### src/rtl/log_int_normalizer.sv
// Leading-one detector for the log-compression path: a multi-cycle binary search
// yields floor(log2(data_in)) and a 1.FRAC_WIDTH mantissa for the CORDIC stage.
module log_int_normalizer #(
    parameter int DATA_WIDTH = 48,
    parameter int FRAC_WIDTH = 16,
    parameter int NORM_WIDTH = FRAC_WIDTH + 1,
    parameter int EXP_WIDTH  = $clog2(DATA_WIDTH),
    parameter int STEPS      = $clog2(DATA_WIDTH)
) (
    input  logic                  clk,
    input  logic                  reset,
    input  logic                  in_valid,
    output logic                  in_ready,
    input  logic [DATA_WIDTH-1:0] data_in,
    output logic                  out_valid,
    input  logic                  out_ready,
    output logic [NORM_WIDTH-1:0] norm_out,
    output logic [EXP_WIDTH-1:0]  exp_out,
    output logic                  zero_out
);
    localparam int LZ_WIDTH = EXP_WIDTH + 1;

    typedef enum logic [1:0] {
        IDLE   = 2'd0,
        SEARCH = 2'd1,
        DONE   = 2'd2
    } state_t;

    state_t                state_q, state_d;
    logic [DATA_WIDTH-1:0] w_q, w_d;
    logic [LZ_WIDTH-1:0]   lz_q, lz_d;
    logic [EXP_WIDTH-1:0]  k_q, k_d;
    logic                  zero_q, zero_d;
    logic                  out_valid_q, out_valid_d;
    logic [NORM_WIDTH-1:0] norm_q, norm_d;
    logic [EXP_WIDTH-1:0]  exp_q, exp_d;
    logic                  zero_out_q, zero_out_d;

    logic [LZ_WIDTH-1:0]   shift_s;
    logic [DATA_WIDTH-1:0] top_mask;

    always_ff @(posedge clk) begin
        if (reset) begin
            state_q     <= IDLE;
            w_q         <= '0;
            lz_q        <= '0;
            k_q         <= '0;
            zero_q      <= 1'b0;
            out_valid_q <= 1'b0;
            norm_q      <= '0;
            exp_q       <= '0;
            zero_out_q  <= 1'b0;
        end else begin
            state_q     <= state_d;
            w_q         <= w_d;
            lz_q        <= lz_d;
            k_q         <= k_d;
            zero_q      <= zero_d;
            out_valid_q <= out_valid_d;
            norm_q      <= norm_d;
            exp_q       <= exp_d;
            zero_out_q  <= zero_out_d;
        end
    end

    always_comb begin
        state_d     = state_q;
        w_d         = w_q;
        lz_d        = lz_q;
        k_d         = k_q;
        zero_d      = zero_q;
        out_valid_d = out_valid_q;
        norm_d      = norm_q;
        exp_d       = exp_q;
        zero_out_d  = zero_out_q;

        // Search window halves each step: 2^(STEPS-1-k) bits from the MSB end.
        shift_s  = LZ_WIDTH'(1) << (EXP_WIDTH'(STEPS - 1) - k_q);
        top_mask = ~({DATA_WIDTH{1'b1}} >> shift_s);

        unique case (state_q)
            IDLE: begin
                if (in_valid) begin
                    w_d         = data_in;
                    lz_d        = '0;
                    k_d         = '0;
                    zero_d      = (data_in == '0);
                    out_valid_d = 1'b0;
                    state_d     = SEARCH;
                end
            end
            SEARCH: begin
                if ((w_q & top_mask) == '0) begin
                    w_d  = w_q << shift_s;
                    lz_d = lz_q + shift_s;
                end
                k_d = k_q + EXP_WIDTH'(1);
                if (k_q == EXP_WIDTH'(STEPS - 1)) begin
                    state_d = DONE;
                end
            end
            DONE: begin
                // Gate on out_valid_q so an early out_ready cannot drop the result.
                if (out_valid_q && out_ready) begin
                    out_valid_d = 1'b0;
                    state_d     = IDLE;
                end else begin
                    out_valid_d = 1'b1;
                    if (zero_q) begin
                        exp_d      = '0;
                        norm_d     = NORM_WIDTH'(1) << FRAC_WIDTH;
                        zero_out_d = 1'b1;
                    end else begin
                        exp_d      = EXP_WIDTH'(DATA_WIDTH - 1) - lz_q[EXP_WIDTH-1:0];
                        norm_d     = w_q[DATA_WIDTH-1 -: NORM_WIDTH];
                        zero_out_d = 1'b0;
                    end
                end
            end
            default: state_d = IDLE;
        endcase
    end

    assign in_ready  = (state_q == IDLE);
    assign out_valid = out_valid_q;
    assign norm_out  = norm_q;
    assign exp_out   = exp_q;
    assign zero_out  = zero_out_q;
endmodule

### config.mk
export PLATFORM = sky130hd
export DESIGN_NAME = log_int_normalizer
export DESIGN_NICKNAME = d
export VERILOG_FILES = /design/src/rtl/log_int_normalizer.sv
export SDC_FILE = /design/constraint.sdc
export NUM_CORES = 1
export LEC_CHECK = 0
export ABC_AREA = 1
export BUFFER_PORTS_ARGS = -buffer_cell sky130_fd_sc_hd__buf_2
export CAP_MARGIN = 40
export CORE_ASPECT_RATIO = 0.8
export CORE_MARGIN = 5
export CORE_UTILIZATION = 40
export DETAILED_ROUTE_END_ITERATION = 6
export PLACE_DENSITY = 0.58
export SKIP_CTS_REPAIR_TIMING = 1
export SLEW_MARGIN = 20
export SYNTH_ARGS = -nofsm -noshare
export SYNTH_HDL_FRONTEND = slang
export SYNTH_SLANG_ARGS = --single-unit
### constraint.sdc
create_clock -name clk -period 8.39 [get_ports clk]
set_input_delay 0.4195 -clock clk [delete_from_list [all_inputs] [get_ports clk]]
set_output_delay 0.4195 -clock clk [all_outputs]
set_load 0.01 [all_outputs]
# Word-level counts from Yosys, hierarchy flattened
# Index checks and enable logic that the tools add are counted.
[totals]
regBits = 89
inputBits = 52
out_inout_bits = 26
word_cells = 56
[classes]
n_addsub = 4
n_eq_ne = 7
shifts = 3
mux = 18
n_bitwise = 3
n_reduce_logical = 12
[op_table]
columns = ["cell", "count"]
rows = [
  ["48-bit logical NOT", 2],
  ["48-bit two-way mux", 2],
  ["48-bit case mux with 2 select lines", 1],
  ["48-bit AND", 1],
  ["48-bit inverter", 1],
  ["48-bit by 7-bit << shifter with 48-bit output", 1],
  ["48-bit by 7-bit >> shifter with 48-bit output (first input constant)", 1],
  ["17-bit two-way mux", 1],
  ["7-bit two-way mux", 2],
  ["7-bit case mux with 2 select lines", 1],
  ["6-bit two-way mux", 2],
  ["6-bit case mux with 2 select lines", 1],
  ["2-bit inequality test (second input constant)", 4],
  ["2-bit AND reduction", 4],
  ["7-bit adder", 1],
  ["1-bit by 6-bit << shifter with 7-bit output (first input constant)", 1],
  ["6-bit by 1-bit adder with 6-bit output (second input constant)", 1],
  ["6-bit by 3-bit == test with 1-bit output (second input constant)", 1],
  ["2-bit two-way mux", 3],
  ["2-bit case mux with 3 select lines", 1],
  ["3-bit AND reduction", 2],
  ["3-bit by 6-bit subtractor with 6-bit output (first input constant)", 1],
  ["6-bit subtractor (first input constant)", 1],
  ["2-bit nonzero test", 2],
  ["7 further kinds", 9],
]

# Depth between registers and ports, before layout
# Gate-level depths: netlist of the first run.
[logic_depth]
word_depth = 8
ltp_mapped = 22

# Worst setup path after synthesis of the first run
# Ideal clock, no wire load.
[synth_timing]
kind = "register to register"
startpoint = "register k_q[1]"
endpoint = "register lz_q[5]"
t_arrival_ps = 2844
required_time_ps = 8277
path_slack_ps = 5432
path_stages_with_launch = 17
n_path_buf = 1
period_less_slack_ps = 2958
cell_sequence = "dfxtp_1 -> inv_2 -> ha_1 -> inv_1 -> nor2_4 -> inv_1 -> nor2_2 -> clkbuf_1 -> ha_1 -> a21oi_1 -> o21ai_1 -> nor2_1 -> nand2_1 -> nand2_1 -> nor2_1 -> nor2_1 -> nor2_1"
[synth_via]
elab_chain_len = 8
word_cells_on_any_way = 11
cone_classes = "add/sub (2); eq/ne (1); shift (2); mux (2); bitwise (2); reduce/logical (2)"
[synth_rtl]
columns = ["item", "line", "source"]
rows = [
  ["start, declared", "32", "logic [EXP_WIDTH-1:0] k_q, k_d;"],
  ["start signal, assigned", "57", "k_q <= k_d;"],
  ["3-bit by 6-bit subtractor with 6-bit output *", "78", "shift_s = LZ_WIDTH'(1) << (EXP_WIDTH'(STEPS - 1) - k_q);"],
  ["1-bit by 6-bit << shifter with 7-bit output *", "78", ""],
  ["48-bit by 7-bit >> shifter with 48-bit output", "79", "top_mask = ~({DATA_WIDTH{1'b1}} >> shift_s);"],
  ["48-bit inverter", "79", ""],
  ["48-bit AND", "93", "if ((w_q & top_mask) == '0) begin"],
  ["48-bit logical NOT", "93", ""],
  ["2-bit inequality test (no line)", "-", ""],
  ["3-bit AND reduction (no line)", "-", ""],
  ["end signal, assigned", "56", "lz_q <= lz_d;"],
  ["end, declared", "31", "logic [LZ_WIDTH-1:0] lz_q, lz_d;"],
]
# Mark *: on every way between the ends. The rest lies on a longest branch, timed or not. The select of a mux whose other input is x is not followed.
# A chain may end at the register's enable or synchronous reset.

# Worst setup path after layout of the first run
[layout_timing]
startpoint = "register k_q[1]"
endpoint = "register w_q[0]"
[layout_via]
elab_chain_len = 8
word_cells_on_any_way = 11
cone_classes = "add/sub (1); eq/ne (1); shift (3); mux (2); bitwise (2); reduce/logical (2)"
[layout_rtl]
columns = ["item", "line", "source"]
rows = [
  ["3-bit by 6-bit subtractor with 6-bit output *", "78", ""],
  ["1-bit by 6-bit << shifter with 7-bit output *", "78", ""],
  ["48-bit by 7-bit >> shifter with 48-bit output", "79", ""],
  ["48-bit inverter", "79", ""],
  ["48-bit AND", "93", ""],
  ["48-bit logical NOT", "93", ""],
  ["2-bit inequality test (no line)", "-", ""],
  ["3-bit AND reduction (no line)", "-", ""],
  ["end signal, assigned", "55", "w_q <= w_d;"],
  ["end, declared", "30", "logic [DATA_WIDTH-1:0] w_q, w_d;"],
]
# Marks and branches as above.

==> results.toml, run 1 <==
[status]
status = "complete, no violations"

[routing]
wire_per_inst_um = 18.61
final_antenna_net_count = 0
first_pass_iters = 6
vias = 9105
drc = 0
drt_iter0_markers = 1391
drt_wl_total_um = 29630
vias_per_cell = 5.719

[setup_path]
path_common_cell = "nor2_8"
crit_arrival_ps = 4320
cp-end-kind = "register"
crit_fanout = 37
crit_chain = "inv_2, ha_1, nor2_8, inv_4, nor2_8, inv_4, nor2_8, nor2_4, nand2_1, o41ai_1, nand3_1, nor2_1, nand2_1, nand2_2, buf_4, o21ai_0, a21oi_1"
crit_type = "register to register"
cp-start-kind = "register"
cp.required_ps = 8630
slowest_stage = "dfxtp_1"
slowest_delay_ps = 580

[yosys]
synth_area_um2 = 7438
synth_top_cell_by_area = "dfxtp_1"
synth_cells = 1306
syn_area_per_cell_um2 = 5.696
ys.warnings.count = 0
synth_edf_count = 0
yosysTopAreaCellShare_pct = 23.68
synthTopCellsByArea = "dfxtp_1 (24%), nand2_1 (21%), nand3_1 (16%), nor2_1 (6.0%), inv_1 (4.5%)"
async_flop_share_pct = 0
synthFlopType = "dfxtp_1"
synth_seq_area_share_pct = 23.68
synth_nets = 1367
ys_ff_latch = 88
synth.distinct_cells = 47

[sta]
finalSetupTns_ps = 0
finalSetupViolCount = 0
final.min_clock_period_ps = 4080
relSlewSlack_pct = 40.39
min_period_over_period_pct = 48.63
timing.hold.ws_ps = 349.1
clock.fmax_mhz = 245.1
slew_violations = 0
rsz0062_at_grt = "no"
worst_slew_pin_slew_ps = 886.0
hold_viol_final = 0
clock_skew_ps = 16.74

[final_layout]
n_fill_cell = 2039
diodes = 0
layout-drive-gt1-share_pct = 11.65
syn2layout_area_growth_pct = 11.17
nets = 1395

[place]
routabilityCongestion = 1.013
io_buffer_count = 77
post-dp-hpwl_um = 22450

[hold_path]
hold_class = "input port to register"

[power_and_ir_drop]
p_comb_share_pct = 28.0
p_sw_mw = 0.5044
netSwitchingFraction_pct = 39.73
post-layout-total-power_mw = 1.269
power.internal_mw = 0.7650
pwr-share-clk_pct = 34.1
seq_power_share_pct = 37.9
peakVddDrop_mv = 0.07476
p_per_area_nw_per_um2 = 153.5
leakagePower_nw = 3.908

[global_routing]
grt_max_degree = 49
grt_pass1_vias = 8041
grt.total_usage_pct = 27.21
antenna_found_initial = 0
globalRouteOverflowTotal = 0
grt_pass1_wl_um = 46550

[clock_network]
clk_latency_ps = 370
clock_sinks = 88
clk_pin_slew_ps = 90
cts_tree = "built"
htreeDepth = 3
cts_buffer_depth = 2
clockRootBuffer = "clkbuf_16"
cts_made_buffers = 9

[die]
floorplan.die_area_um2 = 21440
die_y_um = 132.0
core_um2 = 18220
initial_utilization_pct = 40.82
rows = 44
ioPinCount = 78
die_w_um = 162.5

[run]
drv_cap = 0
cells by family after synthesis:
logic type / after synthesis / share of synthesized area (%)
simple gates: 855 / 51.25
buf+inv: 176 / 10.16
flops: 88 / 23.68
fa+ha+maj: 9 / 1.514
xor+xnor: 3 / 0.3533
compound gates: 175 / 13.04
power groups by stage:
stage	Sequential [mW]	Clock, mW	Combinational, mW
after global placement	0.490	0	0.342
final	0.481	0.432	0.356
after global routing	0.483	0.453	0.395
after CTS	0.478	0.444	0.345
after floorplan	0.471	0	0.245
after detailed placement	0.488	0	0.343
state kept, by name, summed over array words and instances (netlist names):
| name | cells |
|---|---|
| zero_q | 1 |
| state_q | 2 |
| lz_q | 6 |
| norm_out | 17 |
| zero_out | 1 |
| k_q | 6 |
| out_valid | 1 |
| exp_out | 6 |
| w_q | 48 |
cell usage after synthesis (4+ instances only):
cell type	instances
nor3_1	5
dfxtp_1	88
buf_1	7
nand3_1	245
nor4_1	17
nor2_4	6
nand4_1	21
inv_2	9
buf_6	7
clkbuf_1	35
o21ai_1	26
ha_1	9
nand2_1	414
a211oi_1	4
buf_2	23
o21ai_0	56
a21boi_1	5
a21oi_1	63
nor2_1	119
nand2_2	9
inv_1	90
or2_2	5
nor2_2	5
routing by layer:
layer / part of all wire [%] / global-route usage, % / routed length, um / vias to the layer above
li1: - / - / - / 4391
met1: 48 / 43.08 / 14180 / 4164
met2: 39 / 37.39 / 11680 / 519
met3: 11 / 5.439 / 3324 / 31
met4: 1.5 / 5.871 / 439 / 0
met5: 0 / 0 / 0 / -
path summary, 6_finish.rpt:
check,slack [ps],cells after the start,to,from
setup / recovery,4310,17,w_q[0]$_SDFFE_PP0P_,k_q[1]$_SDFFE_PP0P_
hold / removal,350,3,w_q[1]$_SDFFE_PP0P_,data_in[1]
setup reg to reg,4310,17,w_q[0]$_SDFFE_PP0P_,k_q[1]$_SDFFE_PP0P_
hold reg to reg,460,2,norm_out[4]$_SDFFE_PP0P_,norm_out[4]$_SDFFE_PP0P_
critical path: cells and delay by family, from the launching register on:
family                   cells  cell delay, ps
AO/OA/AOI/OAI                3             330
AND/OR/NAND/NOR              9            1780
buffers and inverters        4             810
adder cells (fa/ha/maj)      1             420
flip-flops                   1             580
area by class of cell:
type / count / area (um^2) / share of cell area (%)
clock buffers: 9 / 225.2 / 2.724
clock inverters: 7 / 75.07 / 0.9079
repair buffers: 92 / 570.5 / 6.900
well taps: 253 / 316.6 / 3.828
inverters: 101 / 384.1 / 4.645
flip-flops and latches: 88 / 1762 / 21.30
multi-input cells: 1042 / 4936 / 59.69
stage by stage:
step                      worst slack [ps]  std cells  cell area (um^2)  utilization [%]
after floorplan                       5432       1306              7438                -
after global placement                4390       1571              7859            43.13
after detailed placement              4363       1575              7949            43.62
after CTS                             4351       1591              8249            45.27
after global routing                  3951       1592              8269            45.38
final                                 4310       1592              8269            45.38
placed cells by master, fill, tap and decap left out, types with 9 or more instances in the layout:
cell type  Yosys  final
buf_2         23     77
o21ai_0       56     56
inv_1         90     89
nand2_2        9      9
nand4_1       21     21
a21oi_1       63     63
clkbuf_16      0      9
inv_2          9     10
ha_1           9      9
nand2_1      414    414
o21ai_1       26     26
dfxtp_1       88     88
nor2_1       119    118
nand3_1      245    245
nor4_1        17     17
buf_4          2     10
No activity file was read; power rests on OpenSTA's default activity.
==> run 2: changes to the inputs <==
--- a/config.mk
+++ b/config.mk
@@ -12,7 +12,7 @@
 export CORE_MARGIN = 5
 export CORE_UTILIZATION = 40
 export DETAILED_ROUTE_END_ITERATION = 6
-export PLACE_DENSITY = 0.58
+export PLACE_DENSITY = 0.6
 export SKIP_CTS_REPAIR_TIMING = 1
 export SLEW_MARGIN = 20
 export SYNTH_ARGS = -nofsm -noshare
==> constraint.sdc (replaced) <==
create_clock -name clk -period 3.4 [get_ports clk]
set_input_delay 0.17 -clock clk [delete_from_list [all_inputs] [get_ports clk]]
set_output_delay 0.17 -clock clk [all_outputs]
set_load 0.01 [all_outputs]
==> results.toml, run 2 (same netlist as run 1, synthesis figures left out) <==
[place]
io_buffer_count = 77
dp_cells = 1597
post-dp-hpwl_um = 23440
routabilityCongestion = 0.9944

[clock_network]
clk_pin_slew_ps = 70
htreeDepth = 3
cts_made_buffers = 9
clockRootBuffer = "clkbuf_16"
cts_tree = "built"
clock_sinks = 88
clk_latency_ps = 360
cts_buffer_depth = 2

[final_layout]
layout_commonest_cell = "nand2_1"
layout-drive-gt1-share_pct = 13.22
regMostFlops = "w_q"
syn2layout_area_growth_pct = 13.56
diodes = 0
layout.cells.non_filler = 1615
final_cell_mix = "nand2_1 (414), nand3_1 (245), nor2_1 (118), inv_1 (89), dfxtp_1 (87)"
largest_register_ffs = 48
nets = 1418

[sta]
relSlewSlack_pct = 45.84
clock.fmax_mhz = 310.9
hold_viol_final = 0
clock_skew_ps = 15.42
rsz0062_at_grt = "no"
min_period_over_period_pct = 94.59
slew_violations = 0
timing.hold.ws_ps = 111.4
worst_slew_pin_slew_ps = 805.0
final.min_clock_period_ps = 3216
finalSetupTns_ps = 0
finalSetupViolCount = 0

[hold_path]
min_path_cells = 3
hold_class = "input port to register"

[status]
status = "complete, no violations"

[run]
drv_cap = 0

[routing]
wire_per_inst_um = 18.86
vias = 8986
drc = 0
first_pass_iters = 5
drt_wl_total_um = 30460
drt_iter0_markers = 1187
vias_per_cell = 5.564
final_antenna_net_count = 0

[die]
die_w_um = 162.5
core_um2 = 18220
floorplan.die_area_um2 = 21440
die_y_um = 132.0
initial_utilization_pct = 40.82
rows = 44
ioPinCount = 78

[setup_path]
path_common_cell = "nand3_1"
slowest_delay_ps = 460
cp.required_ps = 3700
critPathBufInv = 4
cp-end-kind = "register"
ff2ff_path_depth = 17
crit_type = "register to register"
cp.depth = 17
crit_fanout = 21
crit_chain = "ha_1, inv_1, nand2_1, nand2_2, nor2_8, inv_4, nor2_4, buf_4, buf_4, nand2_1, nand3_1, nand3_1, nand3_1, nand3_1, nand3_1, nor2_1, nor2_1"
critPathTopFamily = "simple AND/OR/NAND/NOR gates"
crit_arrival_ps = 3520
cp-start-kind = "register"
slowest_stage = "dfxtp_1"

[global_routing]
grt_pass1_vias = 8042
grt_max_degree = 57
grt_pass1_wl_um = 46930
globalRouteOverflowTotal = 0
grt.total_usage_pct = 27.99
antenna_found_initial = 0

[power_and_ir_drop]
peakVddDrop_mv = 0.2050
p_per_area_nw_per_um2 = 372.1
leakagePower_nw = 4.013
[run 2: area by class of cell]
type                       count  area [um^2]
clock inverter                 7        72.57
multi-input combinational   1042         4936
inverter                     101        384.1
timing repair buffer         115        749.5
fill                        2040         9776
sequential                    88         1763
tap                          253        316.6
clock buffer                   9        225.2
[run 2: per-stage QoR]
step / power [mW] / setup WS (ps) / util, % / cell area, um^2
finish: 3.143 / 183.9 / 46.35 / 8447
global route: 3.291 / 8.183 / 46.35 / 8447
CTS: 3.125 / 113.8 / 46.13 / 8406
detailed placement: 2.092 / 130.4 / 44.49 / 8108
global placement: 2.097 / 201.1 / 44.43 / 8097
floorplan: 1.767 / 442.5 / - / 7438
[run 2: worst min-delay path, cell delays in order]
cell,delay [ps]
buf_2,90
a21oi_1,50
a21oi_1,120
[run 2: worst paths after layout]
check                           start                       end  slack (ps)
max reg2reg       k_q[2]$_SDFFE_PP0P_      w_q[26]$_SDFFE_PP0P_         180
max               k_q[2]$_SDFFE_PP0P_      w_q[26]$_SDFFE_PP0P_         180
min                        data_in[0]       w_q[0]$_SDFFE_PP0P_         110
min reg2reg  norm_out[1]$_SDFFE_PP0P_  norm_out[1]$_SDFFE_PP0P_         460
[run 2: report_power, final]
group	total, mW	internal [mW]	switching (mW)
Sequential	1.19	1.09	0.0938
Combinational	0.916	0.300	0.616
Clock	1.04	0.520	0.519
[run 2: routing by layer]
| layer | global-route usage (%) | part of all wire (%) |
|---|---|---|
| met5 | 0 | 0 |
| met4 | 7.891 | 2.2 |
| met3 | 7.471 | 11 |
| met2 | 37.44 | 39 |
| met1 | 43.24 | 48 |
